**src/rtl/slow_clk_monitor.sv**
```systemverilog
// slow_clk_monitor: CLK-domain receiver for the divided slow clock/tick. Emits TICK per
// rising edge, measures the rise-to-rise period and reports lock/timeout.
// Optional input glitch filter: define SLOW_CLK_MONITOR_DEBOUNCE_EN.
module slow_clk_monitor #(
    parameter int unsigned CNT_W       = 28,
    parameter int unsigned TIMEOUT_CYC = 120000000,
    parameter int unsigned DEB_CYC     = 4
) (
    input  logic             CLK,
    input  logic             RESET,
    input  logic             EN,
    input  logic             SLOW_IN,
    output logic             TICK,
    output logic [CNT_W-1:0] PERIOD,
    output logic             PERIOD_VLD,
    output logic             LOCKED,
    output logic             TIMEOUT_O
);

    localparam logic [1:0] IDLE      = 2'd0;
    localparam logic [1:0] WAIT_EDGE = 2'd1;
    localparam logic [1:0] MEASURE   = 2'd2;

    localparam logic [CNT_W-1:0] TIMEOUT_LIM = CNT_W'(TIMEOUT_CYC);

    // The counter must leave MEASURE before it can wrap.
    if (TIMEOUT_CYC == 0 || 64'(TIMEOUT_CYC) >= (64'd1 << CNT_W) || DEB_CYC == 0) begin : g_bad_param
        $error("slow_clk_monitor: TIMEOUT_CYC must be in 1..2**CNT_W-1 and DEB_CYC >= 1");
    end

    logic             sync1;
    logic             s;
    logic             lev;
    logic             lev_d;
    logic             rise;

    logic [1:0]       state;
    logic [1:0]       state_nx;
    logic [CNT_W-1:0] cnt;
    logic [CNT_W-1:0] cnt_nx;
    logic [CNT_W-1:0] period_nx;
    logic             period_vld_nx;
    logic             locked_nx;
    logic             timeout_nx;
    logic             tick_nx;

    // Two-flop synchroniser for the asynchronous slow input.
    always_ff @(posedge CLK or posedge RESET) begin
        if (RESET) begin
            sync1 <= 1'b0;
            s     <= 1'b0;
        end else begin
            sync1 <= SLOW_IN;
            s     <= sync1;
        end
    end

`ifdef SLOW_CLK_MONITOR_DEBOUNCE_EN
    localparam int unsigned DEB_W = (DEB_CYC > 1) ? $clog2(DEB_CYC) : 1;

    logic [DEB_W-1:0] deb_cnt;
    logic             filt;

    // Filtered level follows s only after DEB_CYC consecutive differing samples.
    always_ff @(posedge CLK or posedge RESET) begin
        if (RESET) begin
            deb_cnt <= '0;
            filt    <= 1'b0;
        end else if (s == filt) begin
            deb_cnt <= '0;
        end else if (deb_cnt == DEB_W'(DEB_CYC - 1)) begin
            deb_cnt <= '0;
            filt    <= s;
        end else begin
            deb_cnt <= deb_cnt + DEB_W'(1);
        end
    end

    assign lev = filt;
`else
    assign lev = s;
`endif

    // Edge detector on the (optionally filtered) synchronised level.
    always_ff @(posedge CLK or posedge RESET) begin
        if (RESET) begin
            lev_d <= 1'b0;
        end else begin
            lev_d <= lev;
        end
    end

    assign rise = lev & ~lev_d;

    // State and registered outputs.
    always_ff @(posedge CLK or posedge RESET) begin
        if (RESET) begin
            state      <= IDLE;
            cnt        <= '0;
            PERIOD     <= '0;
            PERIOD_VLD <= 1'b0;
            LOCKED     <= 1'b0;
            TIMEOUT_O  <= 1'b0;
            TICK       <= 1'b0;
        end else begin
            state      <= state_nx;
            cnt        <= cnt_nx;
            PERIOD     <= period_nx;
            PERIOD_VLD <= period_vld_nx;
            LOCKED     <= locked_nx;
            TIMEOUT_O  <= timeout_nx;
            TICK       <= tick_nx;
        end
    end

    // Next state and next output values; a rise on the cycle EN falls is dropped.
    always_comb begin
        state_nx      = state;
        cnt_nx        = cnt;
        period_nx     = PERIOD;
        period_vld_nx = 1'b0;
        locked_nx     = LOCKED;
        timeout_nx    = TIMEOUT_O;
        tick_nx       = 1'b0;

        if (!EN) begin
            state_nx   = IDLE;
            cnt_nx     = '0;
            locked_nx  = 1'b0;
            timeout_nx = 1'b0;
        end else begin
            case (state)
                IDLE: begin
                    state_nx = WAIT_EDGE;
                    cnt_nx   = '0;
                end
                WAIT_EDGE: begin
                    tick_nx = rise;
                    if (rise) begin
                        state_nx   = MEASURE;
                        cnt_nx     = CNT_W'(1);
                        timeout_nx = 1'b0;
                    end
                end
                MEASURE: begin
                    tick_nx = rise;
                    if (rise) begin
                        period_nx     = cnt;
                        period_vld_nx = 1'b1;
                        locked_nx     = 1'b1;
                        timeout_nx    = 1'b0;
                        cnt_nx        = CNT_W'(1);
                    end else if (cnt == TIMEOUT_LIM) begin
                        state_nx   = WAIT_EDGE;
                        timeout_nx = 1'b1;
                        locked_nx  = 1'b0;
                        cnt_nx     = '0;
                    end else begin
                        cnt_nx = cnt + CNT_W'(1);
                    end
                end
                default: begin
                    state_nx = IDLE;
                    cnt_nx   = '0;
                end
            endcase
        end
    end

endmodule
```
**config.mk**
```make
export PLATFORM = sky130hd
export DESIGN_NAME = slow_clk_monitor
export DESIGN_NICKNAME = d
export VERILOG_FILES = /design/src/rtl/slow_clk_monitor.sv
export SDC_FILE = /design/constraint.sdc
export NUM_CORES = 1
export LEC_CHECK = 0
export BUFFER_PORTS_ARGS = -buffer_cell sky130_fd_sc_hd__buf_2
export CORE_MARGIN = 2
export CORE_UTILIZATION = 52
export DETAILED_ROUTE_END_ITERATION = 6
export PLACE_DENSITY = 0.75
export SETUP_SLACK_MARGIN = 0.02
export SLEW_MARGIN = 20
export SYNTH_ARGS = -nofsm -noshare
export SYNTH_HDL_FRONTEND = slang
export SYNTH_SLANG_ARGS = --single-unit
```
**constraint.sdc**
```tcl
create_clock -name CLK -period 2.2 [get_ports CLK]
set_clock_uncertainty 0.2 [all_clocks]
set_input_delay 0.44 -clock CLK [delete_from_list [all_inputs] [get_ports CLK]]
set_output_delay 0.44 -clock CLK [all_outputs]
set_load 0.05 [all_outputs]
```
-- Word level (Yosys, flattened, before mapping)
Index checks and enable logic that the tools add are counted.
- input bits: 4
- output and inout port bits: 32
- bits in registers: 65
- reductions and logical operators: 6
- equal/unequal tests: 10
- bitwise gates (word level): 2
- mux-type cells: 24
- $add $sub $neg: 1
- operators by type and width (cell ; count):
    two-way mux 28 bit ; 4
    one-hot mux 28 bit (2 select lines) ; 1
    adder 28 x 1 -> 28 bit, second input constant ; 1
    == test 28 x 27 -> 1 bit, second input constant ; 1
    two-way mux 1 bit ; 13
    inequality test 3 bit, second input constant ; 3
    AND reduction 3 bit ; 3
    two-way mux 2 bit ; 4
    inequality test 3 x 1 -> 1 bit, second input constant ; 2
    one-hot mux 2 bit (3 select lines) ; 1
    inequality test 4 bit, second input constant ; 1
    == test 2 x 1 -> 1 bit, second input constant ; 1
    == test 2 bit, second input constant ; 1
    logical NOT 2 bit ; 1
    inequality test 2 x 1 -> 1 bit, second input constant ; 1
    one-hot mux 1 bit (2 select lines) ; 1
    AND reduction 2 bit ; 1
    OR reduction 2 bit ; 1
    bitwise AND 1 bit ; 1
    inverter 1 bit ; 1

-- Logic depth before layout (Yosys ltp)
- word-level depth: 5
- gate-level depth with buffers: 8
- depth with buffers taken out: 7

-- Worst setup path before layout
No wires, ideal clock.
- kind: register -> register
- start point: register state[0]
- end point: register cnt[25]
- setup time: 0.078 ns
- required time: 1.922 ns
- arrival: 1.981 ns
- clock period less this slack: 2.258 ns
- cell stages (with the launch flop): 8
- path slack: -0.058 ns
- path through: dfrtp_1 ha_1 nand2_1 o2111ai_4 or3_1 buf_2 or4_1 a21oi_1
- cells in the longest elaborated chain, start to end: 3
- RTL lines (element ; line ; RTL):
    start, declared ; 37 ; logic [1:0] state;
    start signal, assigned ; 106 ; state <= state_nx;
    == test 2 bit / == test 2 x 1 -> 1 bit (equally long branches) ; 132 ; case (state)
    one-hot mux 28 bit (2 select lines) ; 132 ;
    two-way mux 28 bit ; 126 ; if (!EN) begin
    end signal, assigned ; 107 ; cnt <= cnt_nx;
    end, declared ; 39 ; logic [CNT_W-1:0] cnt;
Several ways; a longest one is shown, not always the timed one.
A chain may end at the register's enable or synchronous reset.

-- Final worst setup path
- start point: register cnt[5]
- end point: register cnt[25]
- cells in the longest elaborated chain, start to end: 5
- RTL lines (element ; line ; RTL):
    adder 28 x 1 -> 28 bit / == test 28 x 27 -> 1 bit (equally long branches) ; 159, 153 ;
    two-way mux 28 bit (*) ; 153 ; end else if (cnt == TIMEOUT_LIM) begin
    two-way mux 28 bit (*) ; 147 ; if (rise) begin
    one-hot mux 28 bit (2 select lines) (*) ; 132 ;
    two-way mux 28 bit (*) ; 126 ;
Mark *: on every way between the ends. The rest lies on a longest branch, timed or not.

==> out/results.txt <==
Outcome: finished, final reports clean
CP max FO: 7
Nets@finish: 355
Hold Crit Class: flip-flop to flip-flop
Total number of vias: 2368
H-Tree Level Count: 3
Critical-path cell list: and4_4 > nand4_4 > or3_4 > or4_4 > a21oi_2
Most frequent cell after synthesis: dfrtp_1
Slew headroom: 65.0%
Pwr dens: 699 nW/um^2
Max stage delay on crit path: 0.49 ns
Share of layout cells above drive strength 1: 37.1%
Startpoint types: flip-flop
# clock sinks: 65
Final HPWL DP: 4510 um
CORE AREA: 5540 um^2
Die area: 6400 um^2
# DRC: 0
Clock transition at path regs: 0.06 ns
Mean Syn Cell Area: 11.0 um^2
Synth Flop Type: dfrtp_1
Max cap viols: 0
Initial Util: 54.2%
WL final: 6550 um
1st-pass router iterations: 4
Max-slew violations: 0
Gr usage total: 22.4%
Placed insts: 401
Post-synthesis instance area: 3000 um^2
I/O Buffers: 35
Top cells by area, synth: dfrtp_1 (54%), mux2_2 (8.6%), nor2_1 (3.0%)
Async S/R FF share, synth: 100%
Peak VDD IR: 480 uV
Slowest CP cell: or4_4
Max clock buf depth: 2
Core Util, Final: 69.1%
First-pass GRT wire length: 10800 um
RSZ-0062 raised after global routing: yes
Yosys top cell by area: dfrtp_1
Critical Path Source: cnt[5]
Fin. Hold Viols: 0
Yosys warns: 0
Die W: 80.0 um
GR Overflow Total: 0
Worst-Margin Slew: 0.525 ns
Ports: 36
N_diodes: 0
Synth Net Count: 282
Post-DR vias/cell: 5.61
Vias in the first global route: 2312
Tcrit/Tclk final: 97.6%
Post-synthesis cell count: 273
Pin count of the biggest net entering global routing: 26
CTS tree: yes
Post-route cell area: 3830 um^2
Hold Startpoint: sync1
Leak Pwr: 1.82 nW
Critical R2R Launch: cnt[5]
Root buffer cell: clkbuf_8
Fin Hold WS: 0.157 ns
Final Setup Violations: 0
Num CTS Buffers: 9
DP Area: 3500 um^2
Antenna violations before repair: 0
Yosys cell types: 40
Starting DRT DRC Count: 202
Die Y: 80.0 um
P&R area growth vs syn: 27.4%
#FFs+latches synth: 65
Fmax: 466 MHz
Final std cells w/o fill: 422
FP Rows: 27
GP Congestion: 0.912
Mean routed wirelength per cell: 15.5 um
Synth top area share: 54.1%
EDFF count, synth: 0
Post-synthesis sequential area ratio: 54.1%
Total power: 0.00268 W
Skew-Pair Late Insertion Delay: 0.35 ns
Fin crit period: 2.15 ns
Synth cell count leaders: dfrtp_1 (65), nor2_1 (24), mux2_2 (23), nand2_1 (19), o21ai_0 (13)
Critical path class: flip-flop to flip-flop
Worst path required time: 2.28 ns
Worst EP arrival: 2.23 ns
Antenna Violating Nets Remaining: 0
Critical Path End Type: flip-flop
## power breakdown
part | internal, W | switching [W] | leakage, nW | total, W
logic | 0.000159 | 0.000251 | 0.816 | 0.000410
clock network | 0.000575 | 0.000451 | 0.102 | 0.00103
registers | 0.00122 | 0.0000200 | 0.899 | 0.00124
## path summary, 6_finish.rpt
check                              to  slack [ns]  cells past startpoint
max in group asynchronous  PERIOD[24]        0.85                      4
setup / recovery              cnt[25]        0.05                      5
hold / removal                    lev        0.16                      0
hold reg to reg                   lev        0.16                      0
setup reg to reg              cnt[25]        0.05                      5
min in group asynchronous  PERIOD[18]        0.48                      3
## cells in the final DEF (no fill, tap or decap), types with 9 or more instances in the layout
master / netlist / routed
a21oi_1: 12 / 10
xnor2_1: 10 / 10
dfrtp_1: 65 / 65
clkbuf_8: 0 / 11
mux2_2: 23 / 23
nand3_1: 12 / 12
buf_2: 7 / 35
nand2_1: 19 / 18
buf_4: 0 / 33
o21ai_0: 13 / 13
nor2_1: 24 / 24
inv_1: 11 / 9
## critical path: cells and delay by family, from the launching register on
| kind | cells | cell delay [ns] |
|---|---|---|
| AO/OA/AOI/OAI | 1 | 0.14 |
| AND/OR/NAND/NOR | 4 | 1.36 |
| flip-flops | 1 | 0.38 |
## repair_timing
item,CTS,global route
hold buffers,2,0
setup buffers,0,4
pin swaps,0,2
setup endpoints to repair,28,30
endpoints found under the hold margin,21,0
resized for setup,2,15
## cells by family (layout without fill, tap and decap cells)
| family | after synthesis | in the layout | synth area share [%] |
|---|---|---|---|
| and+or+nand+nor | 103 | 103 | 19.0 |
| DFF | 65 | 65 | 54.1 |
| AOI/OAI and AO/OA | 37 | 37 | 8.08 |
| muxes | 23 | 23 | 8.62 |
| buffers and inverters | 23 | 100 | 3.17 |
| xor gates and xnor gates | 17 | 17 | 4.96 |
| adders and majority gates | 5 | 5 | 2.08 |
## per-layer routing
metal,global-route usage (%),vias up,share of wire [%]
li1,-,1122,-
met1,30.2,1173,45
met2,34.0,57,48
met3,4.98,16,4.3
met4,11.2,0,2.5
met5,0,-,0
## registers in the layout, indices dropped and copies added (netlist names)
name and cells:
PERIOD 28, lev_d 1, state 2, sync1 1, lev 1, TICK 1, TIMEOUT_O 1, LOCKED 1
PERIOD_VLD 1, cnt 28
## metrics by stage
stage | worst slack (ns) | TNS, ns
6_report | 0.0520 | 0
5_1_grt | -0.00682 | -0.00682
4_1_cts | 0.0412 | 0
3_5_place_dp | -0.0358 | -0.631
3_3_place_gp | 0.0322 | 0
2_1_floorplan | 0.0232 | 0
## cell type report
class / instances / area (um^2)
clock inverters: 3 / 40.0
clock buffers: 12 / 155
flip-flops and latches: 65 / 1630
repair buffers: 74 / 505
multi-input cells: 185 / 1370
well taps: 72 / 90.1
fillers: 407 / 1710
inverters: 11 / 45.0
Power figures use the tool's default switching activity.
